<file path="src/rtl/pipe_ctrl_pkg.sv">
// ============================================================================
// Module   : pipe_ctrl_pkg
// Purpose  : Shared encodings and constants for the pipeline hazard controller
// Revision : 1.0
// ============================================================================
`default_nettype none

package pipe_ctrl_pkg;

    typedef enum logic [1:0] {
        ST_RUN      = 2'd0,
        ST_MEM_WAIT = 2'd1,
        ST_ERR      = 2'd2
    } state_e;

    localparam logic [4:0] REG_ZERO        = 5'd0;
    localparam int         TIMEOUT_DEFAULT = 16;

endpackage

`default_nettype wire

</file>
<file path="src/rtl/pipe_hazard_ctrl_sat_counter.sv">
// ============================================================================
// Module   : sat_counter
// Purpose  : Event counter that sticks at all-ones instead of wrapping
// Revision : 1.0
// ============================================================================
`default_nettype none

module sat_counter #(
    parameter int W = 16
) (
    input  logic         clk_i,
    input  logic         rst_i,
    input  logic         inc_i,
    output logic [W-1:0] cnt_o
);

    logic [W-1:0] cnt_q;

    always_ff @(posedge clk_i or negedge rst_i) begin
        if (!rst_i) begin
            cnt_q <= '0;
        end else if (inc_i && (cnt_q != {W{1'b1}})) begin
            cnt_q <= cnt_q + W'(1);
        end
    end

    assign cnt_o = cnt_q;

endmodule

`default_nettype wire

</file>
<file path="src/rtl/pipe_hazard_ctrl.sv">
// ============================================================================
// Module   : pipe_hazard_ctrl
// Purpose  : Stall/flush sequencer for the 5-stage pipeline with memory timeout
// Revision : 1.0
// ============================================================================
`default_nettype none

module pipe_hazard_ctrl
    import pipe_ctrl_pkg::*;
#(
    parameter int TIMEOUT = TIMEOUT_DEFAULT,
    parameter int CNT_W   = 16
) (
    input  logic             clk_i,
    input  logic             rst_i,
    input  logic [4:0]       id_rs_i,
    input  logic [4:0]       id_rt_i,
    input  logic             id_uses_rt_i,
    input  logic             ex_memread_i,
    input  logic [4:0]       ex_rt_i,
    input  logic             mem_branch_i,
    input  logic             mem_zero_i,
    input  logic             mem_jump_i,
    input  logic             dmem_req_i,
    input  logic             dmem_ready_i,
    output logic             pc_write_o,
    output logic             ifid_write_o,
    output logic             pc_src_o,
    output logic             ifid_flush_o,
    output logic             idex_flush_o,
    output logic             ex_flush_o,
    output logic             pipe_hold_o,
    output logic             err_o,
    output logic [1:0]       state_o,
    output logic [CNT_W-1:0] stall_cnt_o,
    output logic [CNT_W-1:0] flush_cnt_o
);

    state_e     state_q;
    logic [7:0] wait_q;
    logic       err_q;

    logic w_redirect;
    logic w_lu_hazard;
    logic w_freeze;
    logic w_flush_event;

    assign w_redirect  = mem_jump_i | (mem_branch_i & mem_zero_i);
    assign w_lu_hazard = ex_memread_i & (ex_rt_i != REG_ZERO) &
                         ((ex_rt_i == id_rs_i) | (id_uses_rt_i & (ex_rt_i == id_rt_i)));

    // Freeze covers a fresh memory miss, an ongoing wait, and the error state;
    // the unused encoding behaves like RUN.
    always_comb begin
        w_freeze = 1'b0;
        case (state_q)
            ST_MEM_WAIT: w_freeze = ~dmem_ready_i;
            ST_ERR:      w_freeze = 1'b1;
            default:     w_freeze = dmem_req_i & ~dmem_ready_i;
        endcase
    end

    always_comb begin
        pc_write_o   = 1'b1;
        ifid_write_o = 1'b1;
        pc_src_o     = 1'b0;
        ifid_flush_o = 1'b0;
        idex_flush_o = 1'b0;
        ex_flush_o   = 1'b0;
        pipe_hold_o  = 1'b0;
        if (!rst_i) begin
            pc_write_o   = 1'b0;
            ifid_write_o = 1'b0;
            ifid_flush_o = 1'b1;
            idex_flush_o = 1'b1;
            ex_flush_o   = 1'b1;
        end else if (w_freeze) begin
            pc_write_o   = 1'b0;
            ifid_write_o = 1'b0;
            pipe_hold_o  = 1'b1;
        end else if (w_redirect) begin
            pc_src_o     = 1'b1;
            ifid_flush_o = 1'b1;
            idex_flush_o = 1'b1;
            ex_flush_o   = 1'b1;
        end else if (w_lu_hazard) begin
            pc_write_o   = 1'b0;
            ifid_write_o = 1'b0;
            idex_flush_o = 1'b1;
        end
    end

    always_ff @(posedge clk_i or negedge rst_i) begin
        if (!rst_i) begin
            state_q <= ST_RUN;
            wait_q  <= 8'd0;
            err_q   <= 1'b0;
        end else begin
            case (state_q)
                ST_MEM_WAIT: begin
                    if (dmem_ready_i) begin
                        state_q <= ST_RUN;
                        wait_q  <= 8'd0;
                    end else if (wait_q == 8'(TIMEOUT - 1)) begin
                        state_q <= ST_ERR;
                        err_q   <= 1'b1;
                    end else begin
                        wait_q  <= wait_q + 8'd1;
                    end
                end
                ST_ERR: begin
                    err_q <= 1'b1;
                end
                default: begin
                    if (dmem_req_i && !dmem_ready_i) begin
                        state_q <= ST_MEM_WAIT;
                        wait_q  <= 8'd1;
                    end else begin
                        state_q <= ST_RUN;
                        wait_q  <= 8'd0;
                    end
                end
            endcase
        end
    end

    assign err_o         = err_q;
    assign state_o       = state_q;
    assign w_flush_event = ~w_freeze & w_redirect;

    sat_counter #(.W(CNT_W)) u_stall_cnt (
        .clk_i (clk_i),
        .rst_i (rst_i),
        .inc_i (~pc_write_o),
        .cnt_o (stall_cnt_o)
    );

    sat_counter #(.W(CNT_W)) u_flush_cnt (
        .clk_i (clk_i),
        .rst_i (rst_i),
        .inc_i (w_flush_event),
        .cnt_o (flush_cnt_o)
    );

endmodule

`default_nettype wire

</file>
<file path="config.mk">
export PLATFORM = sky130hd
export DESIGN_NAME = pipe_hazard_ctrl
export DESIGN_NICKNAME = d
export VERILOG_FILES = /design/src/rtl/pipe_ctrl_pkg.sv /design/src/rtl/pipe_hazard_ctrl_sat_counter.sv /design/src/rtl/pipe_hazard_ctrl.sv
export SDC_FILE = /design/constraint.sdc
export NUM_CORES = 1
export LEC_CHECK = 0
export CAP_MARGIN = 20
export CORE_MARGIN = 2
export CORE_UTILIZATION = 48
export DETAILED_ROUTE_END_ITERATION = 7
export HOLD_SLACK_MARGIN = 0.1
export PLACE_DENSITY = 0.81
export SLEW_MARGIN = 20
export SYNTH_ARGS = -nofsm -noshare
export SYNTH_HDL_FRONTEND = slang
export SYNTH_SLANG_ARGS = --single-unit
</file>
<file path="constraint.sdc">
create_clock -name clk_i -period 3 [get_ports clk_i]
set_input_delay 0.6 -clock clk_i [delete_from_list [all_inputs] [get_ports clk_i]]
set_output_delay 0.6 -clock clk_i [all_outputs]
set_load 0.01 [all_outputs]
</file>
==> flow_metrics.py <==
metrics = {
    "yosys": {
        "yosysSeqAreaShare_pct": 46.8,
        "async_reset_ff_share_pct": 100,
        "postSynthAreaPerCell_um2": 10.3,
        "synth_edf_count": 0,
        "synthFlopType": "dfrtp_1",
        "ys_ff_latch": 43,
        "netlist_top_cells_count": "dfrtp_1, xor2_1, xnor2_1",
        "synth_top_area_share_pct": 46.8,
        "synthesis.nets": 253,
        "synth_area_leaders": "dfrtp_1, xor2_1, xnor2_1",
        "netlist_instances": 224,
        "yosys_warnings": 0,
        "synth_area_mm2": 0.00230,
        "synth_area_leader_cell": "dfrtp_1",
        "ys_types": 44,
        "yosysMostFrequentCell": "dfrtp_1",
    },
    "setup_path": {
        "cp_num_buf_inv": 2,
        "critPathKind": "input pin to output port",
        "cp_slowest_stage_delay_ns": 0.50,
        "cp_top_family": "buffers and inverters",
        "arrival_ns": 2.39,
        "slowest_stage": "or4_1",
        "worstSetupStartpoint": "ex_rt_i[2]",
        "cp_cell_sequence": "clkdlybuf4s50_1 > or4_1 > o21a_1 > a311oi_4 > dlygate4sd2_1",
        "required_ns": 2.40,
        "cp_max_fo": 3,
        "cp-end-kind": "output port",
        "start_kind": "input pin",
        "regToRegStartpoint": "state_o[0]$_DFFE_PN0P_",
    },
    "floorplanning": {
        "start_util_pct": 49.3,
        "die_y_um": 73.2,
        "rows": 25,
        "io_pins": 66,
        "design.core.area_mm2": 0.00466,
        "die_w_um": 73.2,
        "dieArea_mm2": 0.00536,
    },
    "sta": {
        "worstMarginPinSlew_ns": 0.579,
        "fmax_mhz": 334,
        "min_period_ns": 2.99,
        "final-hold-violation-count": 0,
        "maxSlewHeadroom_pct": 61.0,
        "drv_slew": 0,
        "skew_ns": 0.0117,
        "post-route-period-util_pct": 99.8,
        "rsz0062_at_grt": "yes",
        "setup_violations": 0,
    },
    "pwr": {
        "power_leakage_nw": 1.35,
        "vdd_drop_max_mv": 0.286,
        "powerDensity_mw_per_mm2": 349,
    },
    "route": {
        "drt_iter0_markers": 100,
        "drc": 0,
        "met1Wirelength_um": 2240,
        "maxUsedRoutingLayer": "met4",
        "wl_per_cell_um": 14.7,
        "dr_total_vias": 1954,
        "wl_met2_um": 2620,
        "dr_wl_met3_um": 277,
        "drt-vias-per-instance": 5.46,
        "wl_um": 5250,
        "postRouteAntennaNets": 0,
        "firstDrtPassIters": 4,
    },
    "global_route": {
        "grt_pass1_vias": 1876,
        "grt_max_degree": 44,
        "grt_pass1_wl_um": 8510,
        "antenna_found_initial": 0,
        "grt_usage_pct": 20.3,
        "grt_overflow": 0,
    },
    "clock_network": {
        "postCtsSetupBuffers": 0,
        "cts_max_path_buffers": 2,
        "htree_levels": 2,
        "cts_buffers": 5,
        "path_clk_slew_ns": 0.09,
        "insertion_delay_ns": 0.30,
        "hold_buffers": 0,
        "cts-root-buf": "clkbuf_8",
        "cts_tree": "done",
        "cts_sinks": 43,
    },
    "run_status": {
        "status": "complete, no violations",
    },
    "layout": {
        "final_util_pct": 68.9,
        "areaGrowthSynthToFinish_pct": 39.6,
        "final_nets": 332,
        "final_cell_area_mm2": 0.00321,
        "fillers": 348,
        "final_layout_size_suffix_gt1_share_pct": 10.9,
        "antenna_cells": 0,
    },
    "place": {
        "gp_congestion": 0.768,
        "hpwlAfterDp_um": 3880,
        "dpl-instance-area_mm2": 0.00307,
        "port_buffers": 65,
    },
    "hold_path": {
        "hp-class": "input pin to async pin",
    },
    "job": {
        "max_cap_violations": 0,
    },
}
routing by layer:
| metal | global-route usage [%] | vias to the layer above |
|---|---|---|
| met4 | 7.00 | 0 |
| met5 | 0 | - |
| met2 | 33.8 | 61 |
| met3 | 4.42 | 12 |
| li1 | - | 951 |
| met1 | 25.9 | 930 |
per-stage QoR:
step	cells	total power, mW	worst slack [ns]	hold slack (ns)	TNS, ns
after floorplan	224	0.614	0.348	0.304	0
after global placement	350	0.674	-0.277	0.456	-0.561
after detailed placement	350	0.675	-0.296	0.471	-0.611
after CTS	358	1.12	-0.00127	0.448	-0.00254
after global routing	358	1.15	-0.0428	0.473	-0.0908
final	358	1.12	0.00720	0.418	0
area by class of cell:
class	instances	area [um2]	share of cell area (%)
clock buffer	5	68.8	2.14
clock inverter	3	43.8	1.36
inverter	8	30.0	0.935
multi-input combinational	167	1180	36.9
sequential	43	1080	33.5
tap	54	67.6	2.10
timing repair buffer	78	739	23.0
state kept, by name, indices dropped and copies added (netlist names):
name,cells
u_flush_cnt.cnt_o,16
state_o,2
u_stall_cnt.cnt_o,16
err_o,1
wait_q,8
layout by cell type (no fill, tap or decap), drive strengths merged, types with 2 or more instances in the layout:
| cell | count |
|---|---|
| dlygate4sd2 | 3 |
| buf | 14 |
| nand4 | 9 |
| ha | 5 |
| o21a | 2 |
| xnor2 | 20 |
| o22ai | 2 |
| nor2 | 13 |
| mux2i | 2 |
| inv | 7 |
| a31oi | 2 |
| and3 | 6 |
| nor4b | 6 |
| nor3 | 8 |
| nor4 | 5 |
| a21oi | 6 |
| and2 | 3 |
| nand2b | 3 |
| mux2 | 3 |
| clkdlybuf4s50 | 61 |
| nand3 | 11 |
| xor2 | 21 |
| clkbuf | 5 |
| o21ai | 6 |
| clkinv | 3 |
| and4 | 2 |
| nand2 | 19 |
| dfrtp | 43 |
kinds of logic (layout without fill, tap and decap cells):
group,count (synthesis),in the layout,share of synthesized area (%)
DFF,43,43,46.8
and+or+nand+nor,89,89,20.8
AOI/OAI and AO/OA,27,27,8.65
adders and majority gates,5,5,2.72
xor gates and xnor gates,41,41,15.6
muxes,5,5,2.50
buffers and inverters,14,94,2.94
power by group:
group	switching [mW]	total [mW]	internal [mW]
Sequential	0	0.579	0.579
Combinational	0.0341	0.0824	0.0484
Clock	0.211	0.459	0.248
Total	0.245	1.12	0.875
repair_timing:
action | 4_1_cts | 5_1_grt
endpoints found under the setup margin | 3 | 4
hold endpoints to repair | 0 | 0
gates resized for setup | 3 | 4
final timing paths:
check	end	slack, ns	cells past startpoint
max in group asynchronous	wait_q[2]$_DFFE_PN0P_	2.20	2
hold / removal	u_stall_cnt.cnt_o[6]$_DFFE_PN0P_	0.42	2
setup / recovery	ifid_write_o	0.007	5
setup reg to reg	u_flush_cnt.cnt_o[15]$_DFFE_PN0P_	0.63	9
hold reg to reg	err_o$_DFFE_PN0P_	0.48	1
min in group clk_i	err_o$_DFFE_PN0P_	0.48	1
No activity file was read; power rests on OpenSTA's default activity.
